## src/rtl/mips_muldiv.sv

```systemverilog
// Multi-cycle unsigned MULTU/DIVU unit with architectural HI/LO registers.
// Define MULDIV_FAST_MUL_EN to make MULTU a single-cycle combinational multiply.
module mips_muldiv (
    input  logic        CLK,
    input  logic        RST,
    input  logic        Start,
    input  logic [3:0]  AluOP,
    input  logic [31:0] X,
    input  logic [31:0] Y,
    input  logic        HiWe,
    input  logic        LoWe,
    input  logic [31:0] WrData,
    output logic        Busy,
    output logic        Done,
    output logic [31:0] HI,
    output logic [31:0] LO
);

    localparam logic [3:0] OP_MULTU = 4'd3;
    localparam logic [3:0] OP_DIVU  = 4'd4;

    typedef enum logic [1:0] {IDLE, MUL, DIV, DONE} state_t;

    state_t      state;
    logic [4:0]  cnt;
    logic [31:0] op_x;
    logic [31:0] op_y;
    logic [63:0] prod;

    logic [32:0] mul_sum;
    logic [63:0] mul_next;
    logic [32:0] div_shift;
    logic [32:0] div_diff;
    logic [63:0] div_next;

    // prod holds {partial product, remaining multiplier} for MULTU and
    // {partial remainder, dividend/quotient bits} for DIVU.
    always_comb begin
        mul_sum   = {1'b0, prod[63:32]} + (prod[0] ? {1'b0, op_x} : 33'd0);
        mul_next  = {mul_sum, prod[31:1]};
        div_shift = {prod[63:32], prod[31]};
        div_diff  = div_shift - {1'b0, op_y};
        div_next  = div_diff[32] ? {div_shift[31:0], prod[30:0], 1'b0}
                                 : {div_diff[31:0], prod[30:0], 1'b1};
    end

`ifdef MULDIV_FAST_MUL_EN
    logic [63:0] fast_prod;
    assign fast_prod = {32'd0, X} * {32'd0, Y};
`endif

    assign Busy = (state == MUL) || (state == DIV);
    assign Done = (state == DONE);

    always_ff @(posedge CLK) begin
        if (RST) begin
            state <= IDLE;
            cnt   <= 5'd0;
            op_x  <= 32'd0;
            op_y  <= 32'd0;
            prod  <= 64'd0;
            HI    <= 32'd0;
            LO    <= 32'd0;
        end else begin
            case (state)
                IDLE, DONE: begin
                    if (HiWe) HI <= WrData;
                    if (LoWe) LO <= WrData;
                    state <= IDLE;
                    if (Start && AluOP == OP_MULTU) begin
                        op_x <= X;
                        op_y <= Y;
                        cnt  <= 5'd0;
`ifdef MULDIV_FAST_MUL_EN
                        HI    <= fast_prod[63:32];
                        LO    <= fast_prod[31:0];
                        state <= DONE;
`else
                        prod  <= {32'd0, Y};
                        state <= MUL;
`endif
                    end else if (Start && AluOP == OP_DIVU) begin
                        op_x <= X;
                        op_y <= Y;
                        cnt  <= 5'd0;
                        if (Y == 32'd0) begin
                            HI    <= X;
                            LO    <= 32'hFFFF_FFFF;
                            state <= DONE;
                        end else begin
                            prod  <= {32'd0, X};
                            state <= DIV;
                        end
                    end
                end
                MUL: begin
                    prod <= mul_next;
                    if (cnt == 5'd31) begin
                        HI    <= mul_next[63:32];
                        LO    <= mul_next[31:0];
                        cnt   <= 5'd0;
                        state <= DONE;
                    end else begin
                        cnt <= cnt + 5'd1;
                    end
                end
                DIV: begin
                    prod <= div_next;
                    if (cnt == 5'd31) begin
                        HI    <= div_next[63:32];
                        LO    <= div_next[31:0];
                        cnt   <= 5'd0;
                        state <= DONE;
                    end else begin
                        cnt <= cnt + 5'd1;
                    end
                end
                default: state <= IDLE;
            endcase
        end
    end

endmodule

```

## config.mk

```make
export PLATFORM = sky130hd
export DESIGN_NAME = mips_muldiv
export DESIGN_NICKNAME = d
export VERILOG_FILES = /design/src/rtl/mips_muldiv.sv
export SDC_FILE = /design/constraint.sdc
export NUM_CORES = 1
export LEC_CHECK = 0
export CORE_MARGIN = 2
export CORE_UTILIZATION = 50
export DETAILED_ROUTE_END_ITERATION = 10
export PLACE_DENSITY = 0.79
export SYNTH_ARGS = -nofsm -noshare
export SYNTH_HDL_FRONTEND = slang
export SYNTH_SLANG_ARGS = --single-unit
```

## constraint.sdc

```tcl
create_clock -name CLK -period 4.4 [get_ports CLK]
set_input_delay 0.44 -clock CLK [delete_from_list [all_inputs] [get_ports CLK]]
set_output_delay 0.44 -clock CLK [all_outputs]
set_load 0.005 [all_outputs]
```

# [After elaboration in Yosys (flattened, before gate mapping)]
# Index checks and enable logic that the tools add are counted.
# Widths: inputs -> output; s select.
[classes] add_sub_neg=3 eq_ne=11 mux=33 reduce_logical=11
[ops] op="$mux 32" n=17
[ops] op="$mux 64" n=4
[ops] op="$pmux 32 s3" n=2
[ops] op="$pmux 64 s3" n=1
[ops] op="$add 32x32->33" n=1
[ops] op="$sub 33x32->33" n=1
[ops] op="$logic_not 32->1" n=1
[ops] op="$mux 5" n=3
[ops] op="$pmux 5 s2" n=1
[ops] op="$mux 2" n=3
[ops] op="$ne 2x1->1 const B" n=3
[ops] op="$ne 3x3->1 const B" n=2
[ops] op="$reduce_and 2->1" n=3
[ops] op="$add 5x1->5 const B" n=1
[ops] op="$eq 5x5->1 const B" n=1
[ops] op="$eq 2x2->1 const B" n=2
[ops] op="$eq 4x2->1 const B" n=1
[ops] op="$eq 4x3->1 const B" n=1
[ops] op="$pmux 2 s2" n=1
[ops] op="$reduce_or 2->1" n=2
[ops] op="$eq 2x1->1 const B" n=1
[ops] op="$logic_and 1x1->1" n=2
[ops] op="$logic_not 2->1" n=1
[ops] op="$reduce_bool 2->1" n=1
[ops] op="2 further kinds" n=2
[totals] ff_bits=199 in_bits=105 output_inout_bits=66

# [Logic depth before layout (Yosys ltp)]
[logic_depth] ltp_word=5 mapped_depth=15 depth_no_buf=13

# [Least setup slack after synthesis]
# Ideal clock, no wire load.
[synth_path] path_type="register to register" from="register prod[31]" to="register prod[52]" setup_time_ns=0.132 arrival_ns=3.077 required_time_ns=4.268 setup_slack_ns=1.190 stages_incl_launch_ff=16 n_path_buf=2 period_less_slack_ns=3.210 cell_sequence="dfxtp_1 inv_1 ha_1 inv_1 fa_1 a211oi_1 o21ai_1 o211a_1 o211a_1 or3_1 and2_4 buf_6 buf_8 mux2_4 a22oi_2 a21oi_1"
[synth_between] elab_chain_cells=3
[synth_lines] item="from (decl)" line_no="28" text="logic [63:0] prod;"
[synth_lines] item="from (signal assigned)" line_no="79" text="prod <= {32'd0, Y};"
[synth_lines] item="from (signal assigned)" line_no="91" text="prod <= {32'd0, X};"
[synth_lines] item="from (signal assigned)" line_no="97" text="prod <= mul_next;"
[synth_lines] item="$sub 33x32->33" line_no="42" text="div_diff = div_shift - {1'b0, op_y};"
[synth_lines] item="$mux 64" line_no="43" text="div_next = div_diff[32] ? {div_shift[31:0], prod[30:0], 1'b0}"
[synth_lines] item="$pmux 64 s3" line_no="65" text="case (state)"
# Every way passes these cells.
# A chain may end at the register's enable or synchronous reset.

# [Worst setup path after layout]
[layout_path] from="register prod[0]" to="register prod[54]"
[layout_between] elab_chain_cells=3
[layout_lines] item="$mux 32" line_no="39" text="mul_sum = {1'b0, prod[63:32]} + (prod[0] ? {1'b0, op_x} : 33'd0);"
[layout_lines] item="$add 32x32->33" line_no="39"
[layout_lines] item="$pmux 64 s3" line_no="65"
# Every way passes these cells.

==> results.ini <==
[yosys]
synthArstFlopShare_pct = 0
ys.flop_type = dfxtp_1
yosys.cell_types.count = 74
netlist_area_mm2 = 0.0133
yosysSeqAreaShare_pct = 29.9
ys_ff_latch = 199
synth_edf_count = 0
syn_inst = 1773
syn_avg_cell_area_um2 = 7.51
synth_fp_nets = 1949
synth_warnings = 0

[timing]
setup_viol = 0
post-route-min-period_ns = 3.69
finalHoldViolations = 0
setup_tns_ns = 0
skew_ns = 0.0179
rsz0062_at_grt = no
fin_ws_ns = 0.707
finalCritPeriodShare_pct = 83.9
fmax_mhz = 271
relSlewSlack_pct = 37.8
hold_ws_ns = 0.454
drv_slew = 0
tightest_slew_ns = 0.933

[global_route]
grt_pass1_vias = 13490
grt.total_usage_pct = 34.7
grt_overflow = 0
antenna_found_initial = 0
grt_pass1_wl_um = 76800
grt_max_degree = 76

[flow_run]
max_cap_viol_count = 0

[setup_path]
endpoint_kind = register
max_stage_delay_ns = 0.52
arrival_ns = 3.99
crit_type = reg -> reg
cp_cell_sequence = and2_1 -> ha_1 -> nand4_1 -> nor4_1 -> nor4_1 -> a211oi_1 -> nor2_1 -> o41ai_1 -> xor2_1 -> a2bb2oi_1 -> a21oi_1
worstSetupStartpointType = register
r2r_start = prod[0]
crit_start = prod[0]
crit_fanout = 12
required_ns = 4.70
worst_path_max_delay_cell = o41ai_1
crit_top_cell = nor4_1

[placement]
pre_cts_ws_ns = 0.775
gp_congestion = 1.01
dp_hpwl_um = 36900
placed_cell_area_mm2 = 0.0152
io_buffers = 170

[clock_tree]
ctsHoldBuffers = 0
htreeDepth = 4
post_cts_resized = 0
clk_pin_slew_ns = 0.08
post_cts_buffers = 0
clock_tree.root_cell = clkbuf_16
clkSinkCount = 199
clockBufferDepth = 2
clock_latency_ns = 0.45
cts_buffers = 17
cts_tree = yes

[layout]
final_cell_mix = nand2_1, a21oi_1, dfxtp_1
fin_util_pct = 60.5
drive_gt1_share_pct = 5.54
finalNetCount = 2041
design_area_mm2 = 0.0158
diodes = 0
area_growth_pct = 18.6
layout_commonest_cell = nand2_1

[routing]
dr.pass1.iters = 6
wirelength_um = 50000
first_iter_violations = 1900
postRouteAntennaNets = 0
wl_per_cell_um = 22.6
route.detailed.drc = 0
via_per_inst = 6.57
vias = 14542

[power_and_ir_drop]
netSwitchingPower_uw = 4260
clockPowerShare_pct = 17.4
switching_share_pct = 46.3
powerDensity_mw_per_mm2 = 583
ir_drop_mv = 0.434
p_seq_share_pct = 28.1
p_int_uw = 4950
pwr-share-comb_pct = 54.5
p_leak_uw = 0.00644

[floorplanning]
core-area_mm2 = 0.0261
die_height_um = 167
die_area_mm2 = 0.0280
die_x_um = 167
initial_core_util_pct = 51.0
rows = 59
num_io_pins = 171

[outcome]
run_status = complete, no violations

[hold_path]
hp-start = op_x[18]
min_path_type = reg -> reg

## power by group through the flow
stage	Clock, uW	Combinational (uW)	Sequential, uW
global route	1670	5350	2620
finish	1600	5020	2590
CTS	1600	4890	2570
global placement	0	4830	2600
detailed placement	0	4850	2600
floorplan	0	3200	2480
## final cells by class
class	instances	area, um2
Inverter	52	195
Tap cell	335	419
Sequential cell	199	3980
Multi-Input combinational cell	1399	8700
Fill cell	2472	10300
Timing Repair Buffer	196	1910
Clock buffer	19	443
Clock inverter	13	148
## flip-flops by register name, indices dropped and copies added, names as in the netlist
signal,cells
op_x,32
HI,32
LO,32
state,2
prod,64
cnt,5
op_y,32
## metal layers
metal	global-route usage [%]	routed length, um
met5	0	0
met4	12.6	1710
met3	7.14	5980
met2	52.3	21300
met1	49.0	21000
## cells by family after synthesis
family                   synth area share, %
adder cells (fa/ha/maj)                 6.78
buffers and inverters                   5.12
flip-flops                              29.9
AND/OR/NAND/NOR                         20.3
XOR/XNOR                                3.35
multiplexers                            4.81
AO/OA/AOI/OAI                           29.8
## critical path: cells and delay by family, from the launching register on
| kind | cells | cell delay (ns) |
|---|---|---|
| AOI/OAI and AO/OA | 4 | 1.45 |
| and+or+nand+nor | 5 | 1.10 |
| DFF | 1 | 0.44 |
| adders and majority gates | 1 | 0.41 |
| xor gates and xnor gates | 1 | 0.13 |
## path summary, 6_finish.rpt
kind	endpoint	slack (ns)	cells past startpoint
hold / removal	op_x[18]	0.45	2
setup reg to reg	prod[54]	0.71	11
hold reg to reg	op_x[18]	0.45	2
setup / recovery	prod[54]	0.71	11
## metrics by stage
step,power [uW],instances
2_1_floorplan,5680,1773
3_3_place_gp,7430,2181
3_5_place_dp,7450,2181
4_1_cts,9060,2213
5_1_grt,9650,2213
6_report,9210,2213
## synth_stat cells, types with 34 or more instances
| cell | instances | share of area, % |
|---|---|---|
| nor2_1 | 103 | 2.9 |
| and2_1 | 36 | 1.7 |
| inv_1 | 52 | 1.5 |
| nand2_1 | 332 | 9.4 |
| mux2i_1 | 37 | 2.8 |
| o21ai_0 | 127 | 4.8 |
| o211a_1 | 34 | 2.6 |
| ha_1 | 69 | 6.5 |
| dfxtp_1 | 199 | 30 |
| clkbuf_1 | 108 | 3.0 |
| a221oi_1 | 38 | 2.5 |
| a21oi_1 | 202 | 7.6 |
No activity file was read; power rests on OpenSTA's default activity.
